File: config.mk
export PLATFORM = sky130hd
export DESIGN_NAME = itrx_aib_phy_out_bsr
export DESIGN_NICKNAME = d
export VERILOG_FILES = /design/src/rtl/itrx_aib_phy_out_bsr.sv
export SDC_FILE = /design/constraint.sdc
export NUM_CORES = 1
export LEC_CHECK = 0
export BUFFER_PORTS_ARGS = -buffer_cell sky130_fd_sc_hd__buf_2
export CAP_MARGIN = 0
export CORE_UTILIZATION = 40
export CTS_CLUSTER_SIZE = 28
export DETAILED_ROUTE_END_ITERATION = 16
export GPL_ROUTABILITY_DRIVEN = 0
export MAX_ROUTING_LAYER = met4
export PLACE_DENSITY = 0.67
export SLEW_MARGIN = 0
export SYNTH_ARGS = -nofsm -noshare
export SYNTH_HDL_FRONTEND = slang
export SYNTH_SLANG_ARGS = --single-unit
File: constraint.sdc
create_clock -name jtag_clkdr -period 1.18 [get_ports jtag_clkdr]
set_clock_uncertainty 0.05 [all_clocks]
set_input_delay 0.118 -clock jtag_clkdr [delete_from_list [all_inputs] [get_ports jtag_clkdr]]
set_output_delay 0.118 -clock jtag_clkdr [all_outputs]
set_load 0.02 [all_outputs]
File: src/rtl/itrx_aib_phy_out_bsr.sv
// AIB JTAG output boundary-scan register: WIDTH cells with shift, update, position counter and wrap pulse.
// Optional AC-toggle mode is enabled by defining ITRX_AIB_PHY_BSR_AC_EN.
module itrx_aib_phy_out_bsr #(
  parameter  int WIDTH = 8,
  localparam int CNT_W = $clog2(WIDTH)
) (
  input  logic             jtag_clkdr,
  input  logic             jtag_rst,
  input  logic             jtag_scan_en,
  input  logic             jtag_intest,
  input  logic             jtag_update,
  input  logic             jtag_mode,
`ifdef ITRX_AIB_PHY_BSR_AC_EN
  input  logic             jtag_ac_mode,
`endif
  input  logic [WIDTH-1:0] d_i,
  input  logic             si,
  output logic [WIDTH-1:0] d_o,
  output logic             so,
  output logic [CNT_W-1:0] shift_cnt,
  output logic             shift_wrap
);

  localparam logic [CNT_W-1:0] CNT_MAX = CNT_W'(WIDTH - 1);

  logic [WIDTH-1:0] sh_reg_q, sh_reg_d;
  logic [WIDTH-1:0] upd_reg_q, upd_reg_d;
  logic [CNT_W-1:0] shift_cnt_q, shift_cnt_d;
  logic             shift_wrap_q, shift_wrap_d;

  always_comb begin
    sh_reg_d     = sh_reg_q;
    shift_cnt_d  = shift_cnt_q;
    shift_wrap_d = 1'b0;
    if (jtag_scan_en) begin
      sh_reg_d = {sh_reg_q[WIDTH-2:0], si};
      // Compare against WIDTH-1 so non-power-of-2 widths never count past the last cell.
      if (shift_cnt_q == CNT_MAX) begin
        shift_cnt_d  = '0;
        shift_wrap_d = 1'b1;
      end else begin
        shift_cnt_d = shift_cnt_q + CNT_W'(1);
      end
    end else if (jtag_intest) begin
      sh_reg_d    = d_i;
      shift_cnt_d = '0;
    end
  end

  always_comb begin
    upd_reg_d = upd_reg_q;
    if (jtag_update) upd_reg_d = sh_reg_q;
  end

  always_ff @(posedge jtag_clkdr) begin
    if (jtag_rst) begin
      sh_reg_q     <= '0;
      upd_reg_q    <= '0;
      shift_cnt_q  <= '0;
      shift_wrap_q <= 1'b0;
    end else begin
      sh_reg_q     <= sh_reg_d;
      upd_reg_q    <= upd_reg_d;
      shift_cnt_q  <= shift_cnt_d;
      shift_wrap_q <= shift_wrap_d;
    end
  end

`ifdef ITRX_AIB_PHY_BSR_AC_EN
  logic ac_tgl_q, ac_tgl_d;

  always_comb begin
    ac_tgl_d = 1'b0;
    if (jtag_mode && jtag_ac_mode) ac_tgl_d = ~ac_tgl_q;
  end

  always_ff @(posedge jtag_clkdr) begin
    if (jtag_rst) ac_tgl_q <= 1'b0;
    else          ac_tgl_q <= ac_tgl_d;
  end

  assign d_o = jtag_mode ? (upd_reg_q ^ {WIDTH{ac_tgl_q & jtag_ac_mode}}) : d_i;
`else
  assign d_o = jtag_mode ? upd_reg_q : d_i;
`endif

  assign so         = sh_reg_q[WIDTH-1];
  assign shift_cnt  = shift_cnt_q;
  assign shift_wrap = shift_wrap_q;

endmodule
==> flow_summary.ini <==
[drt]
first_pass_iters = 2
num_vias = 723
post_drt_via_cell_ratio = 5.09
drt_iter0_drc = 6
remaining_drc_errors = 0
wirelength_um = 1950
routed_wire_length_per_instance_um = 13.7
drt.antenna.violating_nets = 0

[place]
place.port_buffers = 27
pre_cts_slack_ns = -0.0949
place.detailed.hpwl_um = 1270

[logic_synthesis]
post_synth_num_cell_types = 14
post_synthesis_sequential_area_ratio_pct = 43.7
netlist_area_um2 = 917
mappedNetlistNets = 105
postSynthAreaPerCell_um2 = 10.4
post_synth_inst_count = 88
yosysWarningCount = 0
flip_flop_and_latch_count_after_synthesis = 20

[global_routing]
pin_count_of_the_biggest_net_entering_global_routing = 21
groute.usage.overall_pct = 18.5
grt_pass1_vias = 766
antenna_found_initial = 0
grt_overflow_total = 0
grt_pass1_wl_um = 3400

[timing]
layout_worst_path_cycle_share_pct = 108
maxSlewHeadroom_pct = 74.9
max_slew.worst_pin.slew_ns = 0.376
grt_setup_unrepaired = yes
drv_slew = 0
hold_viol_final = 0
timing.fmax_mhz = 784
finalSetupViolations = 5
final_worst_slack_ns = -0.0962
finalWorstPathRequiredPeriod_ns = 1.28

[worst_setup_path]
setup.worst_path.end = shift_cnt[0]$_SDFFE_PP0P_
timing.critical_path.from = shift_cnt[1]$_SDFFE_PP0P_
crit_path_end_kind = register
required_ns = 1.36
crit_chain = ha_4 -> ha_4 -> or3b_4 -> a21oi_2
max_stage_delay_ns = 0.37
worst_r2r_path_depth = 4
r2r-start = shift_cnt[1]$_SDFFE_PP0P_
crit_path_frequent_cell = sky130_fd_sc_hd__ha_4
cp_data_arrival_time_ns = 1.46
kind_of_start_point_of_the_critical_path = register
critical_path.max_fanout = 3
slowest_stage = sky130_fd_sc_hd__dfxtp_4
r2r_slack_ns = -0.1
setup.worst_path.class = register to register
r2r-end = shift_cnt[0]$_SDFFE_PP0P_

[floorplan]
die_width_um = 49.9
die_h_um = 49.9
num_rows = 16
design.core.area_um2 = 2060
die-area_um2 = 2490
floorplan.io_pins = 28
floorplan.initialDensity_pct = 44.5

[hold_path]
hp-class = input pin to register

[power]
power.total_mw = 1.41
vdd.ir_drop.worst_mv = 0.604
power.density_cell_area_nw_per_um2 = 1140
leakage_nw = 0.570

[finish]
fraction_of_layout_instances_using_a_drive_strength_above_1_pct = 47.8
flow.area_growth_from_synthesis_pct = 34.5
number_of_nets_in_the_layout = 133
filler_cell_count = 195
insertedDiodeCount = 0

[cts]
number_of_cts_inserted_buffers = 3
clock-sinks = 20
cts-root-to-sink-buffers = 2
htree_num_levels = 1
count_of_hold_buffers_inserted_by_post_cts_repair = 0
clk-insertion-delay-late_ns = 0.29
tritoncts = built
cts.root.buffer_cell = sky130_fd_sc_hd__clkbuf_4
clk_transition_reported_paths_ns = 0.11

[status]
status = complete, but fails checks
violations = negative setup slack

[job]
drv_cap = 0
[critical path, delay by kind of cell (launching register included)]
| kind | cells | cell delay (ns) |
|---|---|---|
| AND/OR/NAND/NOR | 1 | 0.36 |
| flip-flops | 1 | 0.37 |
| AO/OA/AOI/OAI | 1 | 0.12 |
| adder cells (fa/ha/maj) | 2 | 0.31 |
[registers in the layout (all words and copies together) (netlist names)]
signal / flops
shift_wrap: 1
shift_cnt: 3
upd_reg_q: 8
sh_reg_q: 8
[synthesized netlist by cell type]
library cell | n | area, um^2
sky130_fd_sc_hd__dfxtp_1 | 20 | 400
sky130_fd_sc_hd__buf_6 | 1 | 11.3
sky130_fd_sc_hd__mux2i_1 | 16 | 160
sky130_fd_sc_hd__a21oi_1 | 3 | 15.0
sky130_fd_sc_hd__mux2_2 | 8 | 90.1
sky130_fd_sc_hd__nand2_1 | 3 | 11.3
sky130_fd_sc_hd__nor2b_1 | 8 | 50.1
sky130_fd_sc_hd__nor2_1 | 9 | 33.8
sky130_fd_sc_hd__clkbuf_1 | 3 | 11.3
sky130_fd_sc_hd__or3b_1 | 4 | 35.0
sky130_fd_sc_hd__inv_1 | 1 | 3.75
sky130_fd_sc_hd__ha_1 | 2 | 25.0
sky130_fd_sc_hd__a211oi_1 | 8 | 60.1
sky130_fd_sc_hd__buf_2 | 2 | 10.0
[how the worst min path moves through the flow]
stage                       from                         to  slack (ns)  cells past startpoint
detailed placement            si   sh_reg_q[0]$_SDFFE_PP0P_        0.40                      3
floorplan           jtag_scan_en  shift_cnt[0]$_SDFFE_PP0P_        0.24                      2
global placement              si   sh_reg_q[0]$_SDFFE_PP0P_        0.39                      3
finish                        si   sh_reg_q[0]$_SDFFE_PP0P_        0.07                      3
CTS                           si   sh_reg_q[0]$_SDFFE_PP0P_        0.07                      3
global route                  si   sh_reg_q[0]$_SDFFE_PP0P_        0.09                      3
[metrics by stage]
step | util, % | hold WS, ns | setup TNS, ns | instance area (um^2) | std cells
2_1_floorplan | - | 0.236 | -0.0683 | 940 | 88
3_3_place_gp | 52.2 | 0.394 | -0.0512 | 1080 | 136
3_5_place_dp | 52.2 | 0.396 | -0.0949 | 1080 | 136
4_1_cts | 59.0 | 0.0695 | -0.222 | 1220 | 140
5_1_grt | 59.8 | 0.0937 | -0.525 | 1230 | 142
6_report | 59.8 | 0.0709 | -0.118 | 1230 | 142
[cell families (layout without fill, tap and decap cells)]
family	count (synthesis)	count (layout)	synth area share, %
muxes	24	24	27.3
and+or+nand+nor	24	24	14.2
DFF	20	20	43.7
AOI/OAI and AO/OA	11	11	8.19
buffers and inverters	7	34	3.96
adders and majority gates	2	2	2.73
[where the power goes]
| group | leakage, nW | total (mW) | switching (mW) | internal, mW |
|---|---|---|---|---|
| clock | 0.0210 | 0.393 | 0.205 | 0.188 |
| sequential | 0.169 | 0.737 | 0.0254 | 0.712 |
| combinational | 0.380 | 0.281 | 0.135 | 0.146 |
[layout by cell type (no fill, tap or decap)]
master and n:
sky130_fd_sc_hd__buf_2 19, sky130_fd_sc_hd__dfxtp_1 10, sky130_fd_sc_hd__mux2_4 8, sky130_fd_sc_hd__ha_4 2
sky130_fd_sc_hd__a211oi_1 8, sky130_fd_sc_hd__inv_1 1, sky130_fd_sc_hd__or3b_4 1, sky130_fd_sc_hd__nand2_1 3
sky130_fd_sc_hd__dfxtp_2 8, sky130_fd_sc_hd__buf_6 8, sky130_fd_sc_hd__clkbuf_4 3, sky130_fd_sc_hd__or3b_1 3
sky130_fd_sc_hd__clkbuf_8 1, sky130_fd_sc_hd__dfxtp_4 2, sky130_fd_sc_hd__mux2i_1 16, sky130_fd_sc_hd__a21oi_2 1
sky130_fd_sc_hd__nor2b_1 8, sky130_fd_sc_hd__buf_4 2, sky130_fd_sc_hd__nor2_1 9, sky130_fd_sc_hd__a21oi_1 2
[final cells by class]
class                      instances  area [um^2]  area share [%]
clock buffer                       4         36.3            2.94
inverter                           1         3.75           0.304
multi-input combinational         61          542            43.9
timing repair buffer              29          200            16.2
tap                               27         33.8            2.74
sequential                        20          418            33.9
[timing repair]
action,4_1_cts,5_1_grt
pin swaps,1,0
endpoints found under the setup margin,9,9
resized for setup,34,1
buffers inserted,0,2
[per-layer routing]
metal / GRT usage [%] / wire (um)
met3: 2.78 / 66
met5: - / 0
met1: 22.1 / 910
met4: 7.14 / 14
met2: 31.1 / 958
(Power assumes the default switching activity.)
